### src/rtl/ahb_manager_pkg.sv
// Shared AHB manager types: transfer encodings, HSIZE constants and sequencer states.
package ahb_manager_pkg;

    localparam int KB_BOUNDARY_BITS = 10;

    localparam logic [2:0] HSIZE_BYTE = 3'd0;
    localparam logic [2:0] HSIZE_HALF = 3'd1;
    localparam logic [2:0] HSIZE_WORD = 3'd2;

    typedef enum logic [1:0] {
        HTRANS_IDLE   = 2'd0,
        HTRANS_BUSY   = 2'd1,
        HTRANS_NONSEQ = 2'd2,
        HTRANS_SEQ    = 2'd3
    } htrans_t;

    typedef enum logic {
        ST_IDLE = 1'b0,
        ST_RUN  = 1'b1
    } seq_state_t;

endpackage

### src/rtl/ahb_manager_cmd_sequencer.sv
// Turns one transfer request into a stream of AHB command beats (undefined-length INCR),
// restarting as NONSEQ on every 1 KB boundary and holding while the skid buffer stalls.
//
// state   | meaning
// --------+------------------------------------------------------------
// ST_IDLE | no beat presented, o_cmd_trans = IDLE, request accepted
// ST_RUN  | beat presented on o_cmd_*, advances on each unstalled cycle
module ahb_manager_cmd_sequencer
    import ahb_manager_pkg::*;
#(
    parameter int AW       = 32,
    parameter int LW       = 16,
    parameter int MAX_SIZE = 2
) (
    input  logic          i_clk,
    input  logic          i_reset,
    input  logic          i_req_valid,
    output logic          o_req_ready,
    input  logic [AW-1:0] i_req_addr,
    input  logic [LW-1:0] i_req_len,
    input  logic          i_req_write,
    input  logic [2:0]    i_req_size,
    output logic [AW-1:0] o_cmd_addr,
    output logic [1:0]    o_cmd_trans,
    output logic          o_cmd_write,
    output logic [2:0]    o_cmd_size,
    output logic          o_cmd_last,
    output logic          o_busy,
    output logic          o_err,
    input  logic          i_stall
);

    localparam logic [2:0] MAX_SIZE_L = 3'(MAX_SIZE);

    seq_state_t    state_q, state_d;
    htrans_t       trans_q;
    logic [AW-1:0] addr_q;
    logic [LW-1:0] remaining_q;
    logic [2:0]    size_q;
    logic          write_q;
    logic          last_q;
    logic          err_q;

    logic          req_ready;
    logic          accept;
    logic          req_illegal;
    logic          advance;
    logic [AW-1:0] align_addr;
    logic [AW-1:0] step_addr;
    logic          step_boundary;

    always_comb begin
        req_ready     = (state_q == ST_IDLE) || ((state_q == ST_RUN) && last_q && !i_stall);
        accept        = i_req_valid && req_ready;
        req_illegal   = (i_req_len == '0) || (i_req_size > MAX_SIZE_L);
        advance       = (state_q == ST_RUN) && !i_stall;
        align_addr    = i_req_addr & ~((AW'(1) << i_req_size) - AW'(1));
        step_addr     = addr_q + (AW'(1) << size_q);
        // A carry out of the top bit leaves the low bits zero, so a wrap to 0 restarts too.
        step_boundary = (step_addr[KB_BOUNDARY_BITS-1:0] == '0);

        state_d = state_q;
        if (accept) begin
            state_d = req_illegal ? ST_IDLE : ST_RUN;
        end else if (advance && last_q) begin
            state_d = ST_IDLE;
        end
    end

    always_ff @(posedge i_clk) begin
        if (i_reset) begin
            state_q     <= ST_IDLE;
            trans_q     <= HTRANS_IDLE;
            addr_q      <= '0;
            remaining_q <= '0;
            size_q      <= '0;
            write_q     <= 1'b0;
            last_q      <= 1'b0;
            err_q       <= 1'b0;
        end else begin
            state_q <= state_d;
            err_q   <= accept && req_illegal;
            if (accept && !req_illegal) begin
                trans_q     <= HTRANS_NONSEQ;
                addr_q      <= align_addr;
                write_q     <= i_req_write;
                size_q      <= i_req_size;
                remaining_q <= i_req_len - LW'(1);
                last_q      <= (i_req_len == LW'(1));
            end else if (accept || (advance && last_q)) begin
                trans_q <= HTRANS_IDLE;
                last_q  <= 1'b0;
            end else if (advance) begin
                addr_q      <= step_addr;
                remaining_q <= remaining_q - LW'(1);
                last_q      <= (remaining_q == LW'(1));
                trans_q     <= step_boundary ? HTRANS_NONSEQ : HTRANS_SEQ;
            end
        end
    end

    assign o_req_ready = req_ready;
    assign o_cmd_addr  = addr_q;
    assign o_cmd_trans = trans_q;
    assign o_cmd_write = write_q;
    assign o_cmd_size  = size_q;
    assign o_cmd_last  = last_q;
    assign o_busy      = (state_q == ST_RUN);
    assign o_err       = err_q;

endmodule

### config.mk
export PLATFORM = sky130hd
export DESIGN_NAME = ahb_manager_cmd_sequencer
export DESIGN_NICKNAME = d
export VERILOG_FILES = /design/src/rtl/ahb_manager_pkg.sv /design/src/rtl/ahb_manager_cmd_sequencer.sv
export SDC_FILE = /design/constraint.sdc
export NUM_CORES = 1
export LEC_CHECK = 0
export ABC_AREA = 0
export CORE_ASPECT_RATIO = 1.1
export CORE_UTILIZATION = 45
export CTS_CLUSTER_DIAMETER = 100
export DETAILED_ROUTE_END_ITERATION = 8
export PLACE_DENSITY = 0.78
export SYNTH_ARGS = -nofsm -noshare
export SYNTH_HDL_FRONTEND = slang
export SYNTH_SLANG_ARGS = --single-unit
### constraint.sdc
create_clock -name i_clk -period 2.5 [get_ports i_clk]
set_input_delay 0.25 -clock i_clk [delete_from_list [all_inputs] [get_ports i_clk]]
set_output_delay 0.25 -clock i_clk [all_outputs]
set_load 0.005 [all_outputs]
Yosys cells after proc, flatten, opt, wreduce, memory -nomap -nowiden
Cells that the tools add are included.
{"block": "totals", "input_bits": 56, "register_bits": 57, "wordCells": 57, "out_inout_bits": 42}
{"block": "op_classes", "shift": 2, "n_eq_ne": 3, "reduce_logical": 19, "n_addsub": 4, "n_lt_le_gt_ge": 1, "mux": 16, "bitwise": 3}
{"op": "$mux 32", "n": 3}
{"op": "$shl 1x3->32 const A", "n": 2}
{"op": "$mux 16", "n": 3}
{"op": "$add 32x32->32", "n": 1}
{"op": "$and 32x32->32", "n": 1}
{"op": "$eq 16x1->1 const B", "n": 2}
{"op": "$not 32->32", "n": 1}
{"op": "$sub 16x1->16 const B", "n": 2}
{"op": "$sub 32x1->32 const B", "n": 1}
{"op": "$logic_not 16->1", "n": 1}
{"op": "$logic_not 10->1", "n": 1}
{"op": "$logic_and 1x1->1", "n": 7}
{"op": "$mux 1", "n": 7}
{"op": "$mux 2", "n": 3}
{"op": "$reduce_bool 2->1", "n": 2}
{"op": "$gt 3x2->1 const B", "n": 1}
{"op": "$logic_or 1x1->1", "n": 3}
{"op": "$reduce_bool 3->1", "n": 1}
{"op": "$reduce_or 3->1", "n": 1}
{"op": "$logic_not 1->1", "n": 2}
{"op": "$ne 2x2->1 const B", "n": 1}
{"op": "$reduce_and 2->1", "n": 1}
{"op": "$not 1->1", "n": 1}

Depth between registers and ports, before layout
{"block": "depth", "depth_word": 7, "ltp_mapped": 11, "mapped_depth_nobuf": 9}

Worst setup path after synthesis
Ideal clock, no wire load.
{"block": "synth_timing", "kind": "flip-flop to flip-flop", "start": "reg size_q[2], in the netlist o_cmd_size[2]", "end": "reg addr_q[16], in the netlist o_cmd_addr[16]", "path_slack_ns": -0.077, "stages_incl_launch_ff": 10, "path_buffers": 1, "setup_time_ns": 0.112, "period_less_slack_ns": 2.577, "required_time_ns": 2.388, "arrival_ns": 2.465, "path_cell_list": "dfxtp_1 > clkbuf_1 > nor3_1 > ha_1 > fa_1 > a21oi_1 > o21ai_0 > a21oi_1 > nor2_1 > a2111oi_1"}
{"block": "synth_between", "elab_chain_len": 5}
{"item": "from (decl)", "line_no": "ahb_manager_cmd_sequencer.sv:39", "source": "logic [2:0] size_q;"}
{"item": "from (signal assigned)", "line_no": "ahb_manager_cmd_sequencer.sv:87", "source": "size_q <= i_req_size;"}
{"item": "$shl 1x3->32", "line_no": "ahb_manager_cmd_sequencer.sv:58", "source": "step_addr = addr_q + (AW'(1) << size_q);"}
{"item": "$add 32x32->32", "line_no": "ahb_manager_cmd_sequencer.sv:58"}
{"item": "$mux 32", "line_no": "ahb_manager_cmd_sequencer.sv:93", "source": "end else if (advance) begin"}
{"item": "$mux 32", "line_no": "ahb_manager_cmd_sequencer.sv:90", "source": "end else if (accept || (advance && last_q)) begin"}
{"item": "$mux 32", "line_no": "ahb_manager_cmd_sequencer.sv:83", "source": "if (accept && !req_illegal) begin"}
{"item": "to (signal assigned)", "line_no": "ahb_manager_cmd_sequencer.sv:85", "source": "addr_q <= align_addr;"}
{"item": "to (signal assigned)", "line_no": "ahb_manager_cmd_sequencer.sv:94", "source": "addr_q <= step_addr;"}
{"item": "to (decl)", "line_no": "ahb_manager_cmd_sequencer.sv:37", "source": "logic [AW-1:0] addr_q;"}
Every way passes these cells. The select of a mux whose other input is x is not followed.
A chain may end at the register's enable or synchronous reset.

Final worst setup path
{"block": "layout_timing", "start": "reg size_q[2], in the netlist o_cmd_size[2]", "end": "reg addr_q[21], in the netlist o_cmd_addr[21]"}
Same word-level chain as after synthesis.

==> impl_metrics.yaml <==
yosys:
  postSynth.topFlopCell: "dfxtp_1"
  ys_top_cells_by_area: "dfxtp_1, xnor2_1, nor2_1, a211oi_1, a21oi_1"
  ys_seq_elements: 57
  netlist_instances: 458
  syn-cell-area_um2: 3710
  synth_top_area_share_pct: 30.7
  synth_fp_nets: 529
  synth.distinct_cells: 58
  synth_seq_area_share_pct: 30.7
  synth.avg_cell_area_um2: 8.11
  synth-warning-count: 0
  netlist.top_cell.by_area: "dfxtp_1"
  asyncSetResetFlopFracSynth_pct: 0
  synth_enable_flop_cells: 0
placed_design:
  detailedPlace.worstSlack_ns: -0.182
  portBuffers: 97
  place.detailed.hpwl_mm: 8.01
  gpl.final_weighted_congestion: 0.847
setup_path:
  rr_endpoint: "o_cmd_addr[21]"
  r2r-start: "o_cmd_size[2]"
  reg2regPathDepth: 10
  critical_path.startpoint_type: "register"
  timing.critical_path.to_type: "register"
  setup.reg_to_reg.worst_slack_ns: 0.10
  critPathRequiredTime_ns: 2.76
  crit_arrival_ns: 2.66
  timing.critical_path.fanout_max: 12
  critPathKind: "register to register"
detailed_routing:
  num_vias: 3986
  final_routed_wirelength_across_all_metal_layers_mm: 10.8
  drt_first_pass_iters: 5
  vias_per_cell: 5.69
  drt_iter0_markers: 148
  route.detailed.drc: 0
  final_antenna_net_count: 0
  route.detailed.wl_per_inst_um: 15.4
cts:
  cts_sinks: 57
  cts_stage_hold_buffer_count: 0
  tritoncts: "done"
  clock_latency_on_the_worst_skew_pair_ns: 0.34
  tritoncts.num_buffers: 9
  cts_root_buf: "clkbuf_8"
  clk_pin_slew_worst_paths_ns: 0.07
  cts.path.max_buffers: 2
  clock_tree.htree_level_count: 3
run_status:
  outcome: "finished clean"
cells_and_area:
  multi_input_area_um2: 2470
  growth_of_design_area_from_synthesis_to_finish_pct: 45.6
  drive_gt1_share_pct: 17.4
  area.sequential_um2: 1150
  antenna-diode-count: 0
  num-fill-cells: 645
  fin_nets: 659
sta:
  period_needed_ns: 2.40
  unrepaired_setup_endpoints_after_global_routing: "true"
  setup_viol: 0
  fin_tns_setup_ns: 0
  worst_pin_slew_ns: 0.422
  hold_violations: 0
  timing_max_transition_violations_final: 0
  final.setup.worst_slack_ns: 0.104
  clock-skew-final_ns: 0.0107
  timing.final.crit_share_pct: 95.8
  fmax_ghz: 0.417
  worst_slew_margin_relative_to_its_limit_pct: 71.1
global_route:
  global_route_wire_length_before_repair_mm: 17.9
  maximum_number_of_pins_on_one_net_before_global_route_repair: 34
  globalRouteOverflowTotal: 0
  globalRouteTotalUtil_pct: 26.1
  antenna_violations_before_repair: 0
  via_count_of_the_first_global_routing_pass: 3878
floorplanning:
  core.rowCount: 34
  die_y_um: 97.3
  dieArea_um2: 8620
  floorplan.core_area_um2: 7960
  initial_core_utilization_pct: 46.7
  die_width_um: 88.6
  ios: 98
worst_hold_path:
  holdCritPathClass: "input port to register"
  timing.hold.worst_endpoint: "o_cmd_addr[31]"
  whs_path_depth: 3
  hold_path_startpoint: "i_reset"
pwr:
  report.power.total_mw: 2.65
  vdd_ir_drop_max_uv: 266
  leakage_component_of_the_power_nw: 2.04
  power.density_cell_area_nw_per_um2: 491
run:
  maxCapViolCount: 0
final cells by class:
type / instances / share of cell area, %
Multi-Input combinational cell: 365 / 45.8
Inverter: 12 / 0.833
Clock inverter: 5 / 1.90
Tap cell: 108 / 2.50
Sequential cell: 57 / 21.2
Clock buffer: 11 / 2.62
Timing Repair Buffer: 143 / 25.2
metal layers:
layer | vias up | track usage, % | wire length, um
met3 | 32 | 5.10 | 740
met5 | - | 0 | 0
met4 | 0 | 10.7 | 343
met1 | 1850 | 32.6 | 4520
met2 | 180 | 43.0 | 5230
li1 | 1924 | - | -
cells by family (layout without fill, tap and decap cells):
family	Yosys count	after routing	synth area share, %
AOI/OAI and AO/OA	108	109	19.5
xor gates and xnor gates	47	47	11.1
buffers and inverters	37	171	4.65
adders and majority gates	15	15	5.26
DFF	57	57	30.7
and+or+nand+nor	194	194	28.8
metrics by stage:
step	hold WS (ns)	instance area, um2	util [%]	cells
after floorplan	0.374	3720	-	458
after global placement	0.453	5080	63.8	682
after detailed placement	0.463	5080	63.8	682
after CTS	0.384	5350	67.3	700
after global routing	0.417	5410	68.0	701
final	0.399	5410	68.0	701
layout by cell type, fill, tap and decap left out, drive strengths merged, types with 4 or more instances in the layout:
master         Yosys  layout
a211oi            30      30
a21o               5       5
a21oi             38      39
a31oi              6       6
a32oi              4       4
and3               5       5
buf                9      47
clkbuf            16      11
clkdlybuf4s50      0      96
dfxtp             57      57
ha                14      14
inv               12      12
nand2             40      40
nand3             13      13
nand4              6       6
nor2              59      59
nor3              24      24
nor3b              8       8
nor4              12      12
o21ai             10      10
or3                4       4
or4                5       5
xnor2             31      31
xor2              16      16
repair_timing:
action | in CTS | in global routing
pin swaps | 1 | 2
setup endpoints to repair | 11 | 22
setup buffers | 1 | 1
cloned | 1 | 0
gates resized for setup | 6 | 12
state kept, by name, summed over array words and instances, names as in the netlist:
signal,cells
o_cmd_trans,2
o_cmd_addr,32
o_err,1
o_cmd_size,3
o_cmd_write,1
remaining_q,16
o_busy,1
o_cmd_last,1
where the power goes:
group	switching, mW	internal (mW)
clock	0.379	0.688
sequential	0.0726	0.969
combinational	0.238	0.308
total	0.690	1.96
how the worst max path moves through the flow:
stage                  start        endpoint  slack [ns]  cells after the start
2_1_floorplan  o_cmd_size[2]  o_cmd_addr[19]        0.02                     10
3_3_place_gp   o_cmd_size[0]  o_cmd_addr[16]       -0.09                      8
3_5_place_dp   o_cmd_size[0]  o_cmd_addr[26]       -0.18                      9
4_1_cts        o_cmd_size[0]  o_cmd_addr[31]        0.04                     10
5_1_grt        o_cmd_size[2]  o_cmd_addr[21]       -0.02                      9
6_report       o_cmd_size[2]  o_cmd_addr[21]        0.10                     10
worst max-delay path: stages (launching register included):
cell and delay, ns:
dfxtp_2 0.36, nor3b_2 0.17, ha_1 0.33, buf_4 0.14
nand3_1 0.08, o211ai_2 0.29, a21oi_1 0.13, buf_4 0.20
nor4_1 0.30, xnor2_1 0.11, a211oi_1 0.22
cell usage after synthesis (3+ instances only):
master	instances
and3_1	5
or4_1	3
o21ai_0	10
a21oi_1	37
nor3_1	21
nand4_1	5
nor3b_1	7
dfxtp_1	57
buf_4	4
ha_1	14
o22ai_1	3
a31oi_1	6
inv_1	12
a32oi_1	4
nor2b_1	3
nand2_1	40
a21o_1	5
clkbuf_1	16
a211oi_1	26
a211oi_2	4
nand3_1	13
nand2b_1	3
xnor2_1	31
nor4_1	8
nor2_1	58
buf_2	3
or3_1	3
xor2_1	16
(Power assumes the default switching activity.)
